==> src/rtl/frag_id_ex_stage_pkg.sv <==
// frag_id_ex_stage_pkg: shared write-back bit positions, ALU opcodes and ID/EX control bundle.
package frag_id_ex_stage_pkg;
  localparam int WB_REGWRITE = 1;
  localparam int WB_MEMTOREG = 0;
  localparam int ALU_W = 4;
  localparam logic [ALU_W-1:0] ALU_ADD  = 4'd0;
  localparam logic [ALU_W-1:0] ALU_SUB  = 4'd1;
  localparam logic [ALU_W-1:0] ALU_AND  = 4'd2;
  localparam logic [ALU_W-1:0] ALU_OR   = 4'd3;
  localparam logic [ALU_W-1:0] ALU_XOR  = 4'd4;
  localparam logic [ALU_W-1:0] ALU_SLL  = 4'd5;
  localparam logic [ALU_W-1:0] ALU_SRL  = 4'd6;
  localparam logic [ALU_W-1:0] ALU_SRA  = 4'd7;
  localparam logic [ALU_W-1:0] ALU_SLT  = 4'd8;
  localparam logic [ALU_W-1:0] ALU_SLTU = 4'd9;
  typedef struct packed {
    logic [ALU_W-1:0] alu_ctrl;
    logic             MemRead;
    logic             MemWrite;
    logic             branch;
    logic             jump;
    logic [1:0]       wb_ctrl;
  } idex_ctrl_t;
endpackage

==> src/rtl/frag_id_ex_stage_hazard_detect.sv <==
// frag_hazard_detect: load-use interlock and PC / IF-ID stall generation.
module frag_hazard_detect (
  input  logic       rst_n,
  input  logic       ex_valid,
  input  logic       ex_MemRead,
  input  logic       ex_regwrite,
  input  logic [4:0] ex_Rd,
  input  logic       id_valid,
  input  logic [4:0] id_Rs1,
  input  logic [4:0] id_Rs2,
  input  logic       id_use_rs1,
  input  logic       id_use_rs2,
  input  logic       mem_stall,
  input  logic       ex_redirect,
  output logic       load_use,
  output logic       stall
);
  logic src_hit;
  assign src_hit  = (id_use_rs1 && ex_Rd == id_Rs1) || (id_use_rs2 && ex_Rd == id_Rs2);
  assign load_use = ex_valid & ex_MemRead & ex_regwrite & (ex_Rd != 5'd0) & src_hit & id_valid;
  // A redirect already flushes IF/ID, so the interlock must not also freeze it.
  assign stall    = rst_n & (mem_stall | (load_use & ~ex_redirect));
endmodule

==> src/rtl/frag_id_ex_stage.sv <==
// frag_id_ex_stage: ID/EX pipeline register with hold, flush/interlock bubbles and WB-to-ID bypass.
module frag_id_ex_stage
  import frag_id_ex_stage_pkg::*;
#(
  parameter int XLEN       = 32,
  parameter int ALU_CTRL_W = 4
) (
  input  logic                  clk,
  input  logic                  rst_n,
  input  logic                  id_valid,
  input  logic [XLEN-1:0]       id_pc,
  input  logic [XLEN-1:0]       id_rs1_data,
  input  logic [XLEN-1:0]       id_rs2_data,
  input  logic [XLEN-1:0]       id_imm,
  input  logic [4:0]            id_Rs1,
  input  logic [4:0]            id_Rs2,
  input  logic [4:0]            id_Rd,
  input  logic                  id_use_rs1,
  input  logic                  id_use_rs2,
  input  logic [ALU_CTRL_W-1:0] id_alu_ctrl,
  input  logic                  id_MemRead,
  input  logic                  id_MemWrite,
  input  logic                  id_branch,
  input  logic                  id_jump,
  input  logic [1:0]            id_wb_ctrl,
  input  logic [4:0]            wb_Rd,
  input  logic [1:0]            wb_wb_ctrl,
  input  logic [XLEN-1:0]       wb_data,
  input  logic                  ex_redirect,
  input  logic                  mem_stall,
  output logic                  ex_valid,
  output logic [XLEN-1:0]       ex_pc,
  output logic [XLEN-1:0]       ex_rs1_data,
  output logic [XLEN-1:0]       ex_rs2_data,
  output logic [XLEN-1:0]       ex_imm,
  output logic [4:0]            ex_Rs1,
  output logic [4:0]            ex_Rs2,
  output logic [4:0]            ex_Rd,
  output logic [ALU_CTRL_W-1:0] ex_alu_ctrl,
  output logic                  ex_MemRead,
  output logic                  ex_MemWrite,
  output logic                  ex_branch,
  output logic                  ex_jump,
  output logic [1:0]            ex_wb_ctrl,
  output logic                  stall_pc,
  output logic                  stall_ifid,
  output logic                  load_use
);
  logic            valid_q, valid_d, bubble, stall;
  logic [XLEN-1:0] pc_q, rs1_q, rs1_d, rs2_q, rs2_d, imm_q;
  logic [4:0]      rs1i_q, rs2i_q, rd_q;
  idex_ctrl_t      ctrl_q, ctrl_d;

  frag_hazard_detect u_hazard (
    .rst_n       (rst_n),
    .ex_valid    (valid_q),
    .ex_MemRead  (ctrl_q.MemRead),
    .ex_regwrite (ctrl_q.wb_ctrl[WB_REGWRITE]),
    .ex_Rd       (rd_q),
    .id_valid    (id_valid),
    .id_Rs1      (id_Rs1),
    .id_Rs2      (id_Rs2),
    .id_use_rs1  (id_use_rs1),
    .id_use_rs2  (id_use_rs2),
    .mem_stall   (mem_stall),
    .ex_redirect (ex_redirect),
    .load_use    (load_use),
    .stall       (stall)
  );

  // Register-file write and read land in the same cycle; steer the WB value in directly.
  always_comb begin
    bubble  = ex_redirect | load_use;
    valid_d = id_valid & ~bubble;
    ctrl_d  = '{alu_ctrl: ALU_W'(id_alu_ctrl),
                MemRead:  id_MemRead & ~bubble,
                MemWrite: id_MemWrite & ~bubble,
                branch:   id_branch & ~bubble,
                jump:     id_jump & ~bubble,
                wb_ctrl:  id_wb_ctrl & {2{~bubble}}};
    rs1_d   = (wb_wb_ctrl[WB_REGWRITE] && wb_Rd != 5'd0 && wb_Rd == id_Rs1) ? wb_data : id_rs1_data;
    rs2_d   = (wb_wb_ctrl[WB_REGWRITE] && wb_Rd != 5'd0 && wb_Rd == id_Rs2) ? wb_data : id_rs2_data;
  end

  always_ff @(posedge clk or negedge rst_n) begin
    if (!rst_n) begin
      valid_q <= 1'b0;
      pc_q    <= '0;
      rs1_q   <= '0;
      rs2_q   <= '0;
      imm_q   <= '0;
      rs1i_q  <= '0;
      rs2i_q  <= '0;
      rd_q    <= '0;
      ctrl_q  <= '0;
    end else if (!mem_stall) begin
      valid_q <= valid_d;
      pc_q    <= id_pc;
      rs1_q   <= rs1_d;
      rs2_q   <= rs2_d;
      imm_q   <= id_imm;
      rs1i_q  <= id_Rs1;
      rs2i_q  <= id_Rs2;
      rd_q    <= id_Rd;
      ctrl_q  <= ctrl_d;
    end
  end

  assign ex_valid    = valid_q;
  assign ex_pc       = pc_q;
  assign ex_rs1_data = rs1_q;
  assign ex_rs2_data = rs2_q;
  assign ex_imm      = imm_q;
  assign ex_Rs1      = rs1i_q;
  assign ex_Rs2      = rs2i_q;
  assign ex_Rd       = rd_q;
  assign ex_alu_ctrl = ALU_CTRL_W'(ctrl_q.alu_ctrl);
  assign ex_MemRead  = ctrl_q.MemRead;
  assign ex_MemWrite = ctrl_q.MemWrite;
  assign ex_branch   = ctrl_q.branch;
  assign ex_jump     = ctrl_q.jump;
  assign ex_wb_ctrl  = ctrl_q.wb_ctrl;
  assign stall_pc    = stall;
  assign stall_ifid  = stall;
endmodule

==> config.mk <==
export PLATFORM = sky130hd
export DESIGN_NAME = frag_id_ex_stage
export DESIGN_NICKNAME = d
export VERILOG_FILES = /design/src/rtl/frag_id_ex_stage_pkg.sv /design/src/rtl/frag_id_ex_stage_hazard_detect.sv /design/src/rtl/frag_id_ex_stage.sv
export SDC_FILE = /design/constraint.sdc
export NUM_CORES = 1
export LEC_CHECK = 0
export ABC_AREA = 0
export BUFFER_PORTS_ARGS = -buffer_cell sky130_fd_sc_hd__clkbuf_2
export CAP_MARGIN = 5
export CORE_AREA = 5 5 135 137
export DETAILED_ROUTE_END_ITERATION = 7
export DIE_AREA = 0 0 140 142
export GPL_ROUTABILITY_DRIVEN = 0
export PLACE_DENSITY_LB_ADDON = 0.1
export RECOVER_POWER = 25
export REMOVE_ABC_BUFFERS = 1
export SLEW_MARGIN = 20
export SYNTH_ARGS = -nofsm -noshare
export SYNTH_HDL_FRONTEND = slang
export SYNTH_HIERARCHICAL = 1
export SYNTH_SLANG_ARGS = --single-unit
==> constraint.sdc <==
create_clock -name clk -period 1.55 [get_ports clk]
set_input_delay 0.155 -clock clk [delete_from_list [all_inputs] [get_ports clk]]
set_output_delay 0.155 -clock clk [all_outputs]
set_load 0.01 [all_outputs]
==> impl_metrics.csv, run 1 <==
group,metric,value,unit
status,status,"finished with violations",
status,violations,"negative setup slack",
worst_setup_path,r2r_cells,10,
global_routing,grt_use_total,25.2,%
logic_synthesis,ys_seq_area_share,54.1,%
placed_design,place_hpwl,16600,um
die,start_util,42.1,%
worst_setup_path,worst-setup-path-type,"register to output pin",
worst_setup_path,cp_max_fo,4,
hold_path,min_from,"id_Rs1[0]",
global_routing,grt_pass1_vias,7373,
layout,nNetsFinal,1270,
sta,clock-skew-final,0.00880,ns
sta,fmax,0.524,GHz
drt,routed_wl,25600,um
sta,fin_tns_setup,-2.16,ns
clocking,cts.reportedPaths.clkPinSlew,0.06,ns
die,core_area,16900,um^2
global_routing,antenna_found_initial,1,
worst_setup_path,r2r_setup_slack,-0.22,ns
power,seqPwrFrac,39.8,%
clocking,cts_root_buf,"clkbuf_16",
sta,finalMaxSlewViolations,0,
hold_path,hold_path_class,"primary input to register",
power,powerDensity,1050,nW/um^2
die,dieArea,19900,um^2
die,die_width,140,um
job,drv_cap,0,
clocking,cts_max_path_buffers,2,
drt,vias_per_cell,5.26,
logic_synthesis,syn-cell-area,7120,um^2
logic_synthesis,synth_warnings,6,
power,peakVddDrop,678,uV
clocking,cts_sinks,154,
drt,final_antenna_net_count,0,
global_routing,grt_pass1_wl,39800,um
logic_synthesis,synth_top_area_share,54.1,%
layout,fin_area,11200,um^2
layout,synthToLayoutAreaGrowth,56.9,%
clocking,h-tree-depth,4,
die,row_count,48,
clocking,cts_tree,"done",
placed_design,portBuffers,354,
power,p_int,8.60,mW
layout,instances_no_fill,1310,
logic_synthesis,yosys-top-cells-area,"dfrtp_1, mux2_2, a31o_1, o41ai_1, nand2_1",
layout,layout_commonest_cell,"clkbuf_2",
sta,fin_crit_sh,123,%
sta,relSlewSlack,25.8,%
logic_synthesis,synth_top_area_cell,"dfrtp_1",
die,io_pins,356,
drt,drc,0,
sta,finalSetupViolCount,10,
logic_synthesis,synth_seq_cells,154,
worst_setup_path,r2r-end,"ex_wb_ctrl[1]$_DFFE_PN0N_",
drt,vias,6890,
placed_design,dp.cells,1127,
drt,drt_iter0_drc,396,
power,power_switching,3.14,mW
layout,final_cell_mix,"clkbuf_2, dfrtp_1, dlygate4sd3_1",
hold_path,hold_path_end,"ex_Rs1[0]$_DFFE_PN0N_",
worst_setup_path,cp.arrival,1.75,ns
global_routing,grt_start_max_net_pins,147,
clocking,cts_buffers,17,
drt,wl_per_cell,19.6,um
layout,drive_gt1_share,44.4,%
logic_synthesis,synthDistinctLibCells,27,
global_routing,gr-total-overflow,0,
sta,fin_ws,-0.360,ns
worst_setup_path,crit_path_end_kind,"output pin",
power,p_leak,5.28,nW
clocking,clock_latency,0.42,ns
drt,dr.pass1.iters,6,
worst_setup_path,crit-reg2reg-launch,"ex_Rd[2]$_DFFE_PN0N_",
sta,hold_viol_final,0,
placed_design,dpl_cell_area,9020,um^2
worst_setup_path,crit_required,1.39,ns
logic_synthesis,synth_area_per_cell,12.3,um^2
sta,period_minus_slack,1.91,ns
die,die_y,142,um
power,p_clk_share,40.2,%
logic_synthesis,syn_inst,580,
worst_setup_path,startpoint_type,"register",
hold_path,hold_depth,2,
sta,rsz0062_at_grt,"yes",
power,switching_share,26.7,%
sta,tightestPinTransition,1.11,ns
power,pwr-share-comb,20.1,%
-- metal layers --
metal	up-vias	part of all wire [%]	GRT usage [%]	routed length [um]
met1	3358	38	30.2	9720
met2	347	51	43.3	13000
met3	50	8.2	7.29	2100
li1	3135	-	-	-
met5	-	0	0	0
met4	0	2.9	9.69	754
-- synth_stat cells (all sizes together) --
| cell type | count |
|---|---|
| o21ai | 8 |
| nand4 | 3 |
| a31o | 64 |
| a32o | 1 |
| dfrtp | 154 |
| nor2b | 1 |
| or3 | 2 |
| clkinv | 1 |
| buf | 26 |
| or4 | 1 |
| xnor2 | 20 |
| a21oi | 1 |
| o41ai | 64 |
| nor2 | 2 |
| nand3 | 2 |
| nand2 | 114 |
| nor3 | 1 |
| clkbuf | 30 |
| and2 | 1 |
| o22ai | 1 |
| mux2 | 83 |
-- power groups by stage --
stage	Sequential [mW]	Combinational (mW)	Clock (mW)
detailed placement	4.73	2.05	0
global placement	4.71	2.02	0
global route	4.71	2.55	5.01
CTS	4.66	2.37	4.80
floorplan	4.88	0.706	0
finish	4.67	2.36	4.71
-- metrics by stage --
step                      power (mW)  setup WS (ns)  utilization [%]  hold WS (ns)
after floorplan                 5.59          -1.43                -        -0.141
after global placement          6.72         -0.213             53.3       -0.0279
after detailed placement        6.78         -0.265             53.3       -0.0243
after CTS                       11.8         -0.340             66.0        0.0244
after global routing            12.3         -0.467             66.0        0.0297
final                           11.7         -0.360             66.0        0.0459
-- area by class of cell --
cell class	count	area, um^2
Sequential cell	154	3850
Multi-Input combinational cell	369	2840
Tap cell	225	282
Clock inverter	12	210
Fill cell	1364	5760
Clock buffer	20	467
Antenna cell	1	2.50
Timing Repair Buffer	528	3520
Inverter	1	3.75
-- state kept, by name (all words and copies together), names as in the netlist --
signal	cells
ex_imm	32
ex_pc	32
ex_rs1_data	32
ex_rs2_data	32
ex_Rd	5
ex_Rs1	5
ex_Rs2	5
ex_alu_ctrl	4
ex_wb_ctrl	2
ex_MemRead	1
ex_MemWrite	1
ex_branch	1
ex_jump	1
ex_valid	1
-- worst max-delay path, cell delays in order, from the launching register on --
cell,delay (ns)
dfrtp_1,0.42
xnor2_1,0.17
nand4_1,0.14
o22ai_2,0.19
buf_4,0.13
a32o_2,0.16
buf_2,0.13
-- worst max-delay path by stage --
| stage | from | endpoint | slack (ns) | cells past startpoint |
|---|---|---|---|---|
| 6_report | ex_Rd[1]$_DFFE_PN0N_ | stall_pc | -0.36 | 6 |
| 5_1_grt | ex_Rd[2]$_DFFE_PN0N_ | stall_pc | -0.47 | 6 |
| 4_1_cts | ex_Rd[1]$_DFFE_PN0N_ | stall_pc | -0.34 | 6 |
| 3_5_place_dp | wb_Rd[1] | ex_rs2_data[21]$_DFFE_PN0N_ | -0.26 | 6 |
| 3_3_place_gp | wb_Rd[1] | ex_rs2_data[28]$_DFFE_PN0N_ | -0.21 | 6 |
| 2_1_floorplan | wb_Rd[1] | ex_rs1_data[0]$_DFFE_PN0N_ | -1.43 | 4 |
-- cells by family (layout without fill, tap and decap cells) --
logic type	after synthesis	in the layout	synth area share (%)
buf+inv	57	561	6.57
other cells	0	1	0
compound gates	139	139	16.7
xor+xnor	20	20	2.46
simple gates	127	127	7.10
flops	154	154	54.1
mux	83	83	13.1
-- timing repair --
action / CTS / global route
gates resized for setup: 5 / 6
endpoints found under the hold margin: 152 / 0
gates cloned: 0 / 0
endpoints found under the setup margin: 10 / 10
buffers inserted: 1 / 3
hold buffers: 146 / 0
pin swaps: 7 / 1
(Power assumes the default switching activity.)
==> run 2, diff against run 1 <==
--- a/config.mk
+++ b/config.mk
@@ -14,7 +14,6 @@
 export GPL_ROUTABILITY_DRIVEN = 0
 export PLACE_DENSITY_LB_ADDON = 0.1
 export RECOVER_POWER = 25
-export REMOVE_ABC_BUFFERS = 1
 export SLEW_MARGIN = 20
 export SYNTH_ARGS = -nofsm -noshare
 export SYNTH_HDL_FRONTEND = slang
==> constraint.sdc (replaced) <==
create_clock -name clk -period 1.55 [get_ports clk]
set_input_delay 0.0775 -clock clk [delete_from_list [all_inputs] [get_ports clk]]
set_output_delay 0.0775 -clock clk [all_outputs]
set_load 0.01 [all_outputs]
==> run 2 against run 1 <==
Effect of this change: clock power decreased by 14%; critical path type unchanged; power decreased by 5.6%; cell area increased by 0.34%; global-route usage shrank 0.17 points; the flow still finishes with violations (negative setup slack); wire length shrank 1.1%; maximum frequency up 5.0%; sequential power is essentially flat; count of clock-buffer cells in the layout fell by 3; die area did not move.
==> impl_metrics.csv, run 2 (same netlist as run 1, synthesis figures left out) <==
group,metric,value,unit
die,core_area,16900,um^2
global_routing,gr-total-overflow,0,
clocking,clock_latency,0.41,ns
sta,fin_ws,-0.268,ns
placed_design,portBuffers,354,
die,die_width,140,um
worst_setup_path,crit-reg2reg-launch,"ex_Rd[0]$_DFFE_PN0N_",
global_routing,grt_use_met3,8.94,%
worst_setup_path,cp_max_fo,4,
status,violations,"negative setup slack",
clocking,h-tree-depth,4,
layout,synthToLayoutAreaGrowth,57.4,%
layout,layout_commonest_cell,"clkbuf_2",
power,p_leak,5.35,nW
placed_design,dpl_worst_slack,-0.138,ns
global_routing,grt_pass1_vias,7405,
sta,period_minus_slack,1.82,ns
drt,drt_iter0_drc,298,
placed_design,dpl_cell_area,9090,um^2
layout,drive_gt1_share,46.4,%
worst_setup_path,worst-setup-path-type,"register to output pin",
die,start_util,42.1,%
power,p_int,7.87,mW
drt,routed_wl,25300,um
sta,tightestPinTransition,1.06,ns
sta,rsz0062_at_grt,"yes",
global_routing,grt_use_met2,43.4,%
worst_setup_path,cpMaxStageDelayCell,"dfrtp_1",
die,die_y,142,um
layout,num_antenna_cells,0,
sta,finalSetupViolCount,7,
drt,vias_per_cell,5.25,
power,peakVddDrop,702,uV
worst_setup_path,path_common_cell,"buf_4",
global_routing,grt_start_max_net_pins,115,
worst_setup_path,path_buf_inv,2,
global_routing,antenna_found_initial,0,
drt,final_antenna_net_count,0,
worst_setup_path,startpoint_type,"register",
hold_path,hold_depth,4,
clocking,cts_sinks,154,
global_routing,grt_pass1_wl,39700,um
worst_setup_path,slowest_delay,0.43,ns
die,io_pins,356,
status,status,"finished with violations",
power,power_switching,3.20,mW
layout,final_cell_mix,"clkbuf_2, dlygate4sd3_1, dfrtp_1",
sta,finalMaxSlewViolations,0,
worst_setup_path,r2r_setup_slack,-0.02,ns
worst_setup_path,r2r-end,"ex_branch$_DFFE_PN0N_",
global_routing,grtUsageMet1,28.7,%
power,pwr-share-comb,21.6,%
global_routing,grt_use_total,25.1,%
worst_setup_path,crit_required,1.47,ns
layout,fin_area,11200,um^2
power,switching_share,28.9,%
worst_setup_path,crit_chain,"xnor2_1 -> nand4_1 -> o22ai_2 -> and2_4 -> buf_4 -> buf_4",
power,p_clk_share,36.4,%
clocking,cts_tree,"done",
die,dieArea,19900,um^2
sta,relSlewSlack,29.1,%
drt,vias,6931,
worst_setup_path,cp.arrival,1.74,ns
job,drv_cap,0,
hold_path,hold_path_end,"ex_jump$_DFFE_PN0N_",
worst_setup_path,crit_path_end_kind,"output pin",
clocking,cts_buffers,17,
hold_path,min_from,"ex_redirect",
global_routing,grt_most_used_layer,"met2",
layout,fin_util,66.2,%
drt,dr.pass1.iters,5,
power,seqPwrFrac,42.0,%
drt,drc,0,
worst_setup_path,r2r_cells,6,
die,row_count,48,
worst_setup_path,critPathTopFamily,"flip-flops",
clocking,cts.reportedPaths.clkPinSlew,0.06,ns
sta,clock-skew-final,0.00413,ns
placed_design,place_hpwl,17300,um
logic_synthesis,syn-num-nets,779,
sta,fin_crit_sh,117,%
hold_path,hold_path_class,"primary input to register",
power,powerDensity,988,nW/um^2
layout,nNetsFinal,1281,
clocking,cts_root_buf,"clkbuf_16",
sta,hold_viol_final,0,
sta,fmax,0.550,GHz
drt,wl_per_cell,19.2,um
clocking,cts_max_path_buffers,2,
-- run 2: final cells by class --
cell class	instances	area (um^2)
timing repair buffer	539	3660
fill	1324	5720
clock buffer	17	425
multi-input combinational	369	2850
clock inverter	15	146
sequential	154	3850
tap	225	282
inverter	1	5.00
-- run 2: worst max path at each step --
stage / start / to / slack (ns) / depth (start not counted)
floorplan: ex_Rd[4]$_DFFE_PN0N_ / ex_branch$_DFFE_PN0N_ / 0.03 / 7
finish: ex_Rd[1]$_DFFE_PN0N_ / load_use / -0.27 / 6
detailed placement: wb_Rd[4] / ex_rs1_data[25]$_DFFE_PN0N_ / -0.14 / 6
global placement: wb_Rd[4] / ex_rs1_data[27]$_DFFE_PN0N_ / -0.13 / 6
CTS: ex_Rd[2]$_DFFE_PN0N_ / load_use / -0.26 / 6
global route: ex_Rd[2]$_DFFE_PN0N_ / load_use / -0.32 / 6
-- run 2: through the flow --
stage	instances	total power, mW	setup TNS (ns)	hold WS, ns
4_1_cts	1319	11.2	-1.41	0.0134
2_1_floorplan	580	5.74	0	-0.218
5_1_grt	1320	11.6	-2.07	0.0152
3_5_place_dp	1132	6.79	-8.11	0.208
6_report	1320	11.1	-0.837	0.00262
3_3_place_gp	1132	6.73	-6.97	0.192
-- run 2: worst reg2reg max path: cells and delay by family, from the launching register on --
kind	cells	cell delay, ns
AOI/OAI and AO/OA	2	0.26
and+or+nand+nor	4	0.79
DFF	1	0.44
-- run 2: power by group through the flow --
stage	logic (mW)	clock network [mW]	registers (mW)
2_1_floorplan	0.855	0	4.88
3_3_place_gp	2.04	0	4.69
3_5_place_dp	2.08	0	4.71
4_1_cts	2.40	4.11	4.64
5_1_grt	2.59	4.26	4.70
6_report	2.39	4.03	4.65
-- run 2: what timing repair did --
item | 4_1_cts | 5_1_grt
pin swaps | 4 | 4
resized for setup | 2 | 10
endpoints found under the setup margin | 10 | 10
setup buffers | 0 | 1
hold buffers | 155 | 0
endpoints found under the hold margin | 308 | 0
-- run 2: layer usage --
| layer | routed length (um) | part of all wire (%) | vias to the layer above |
|---|---|---|---|
| li1 | - | - | 3164 |
| met1 | 9390 | 37 | 3373 |
| met2 | 12800 | 51 | 336 |
| met3 | 2280 | 9.0 | 58 |
| met4 | 846 | 3.3 | 0 |
| met5 | 0 | 0 | - |
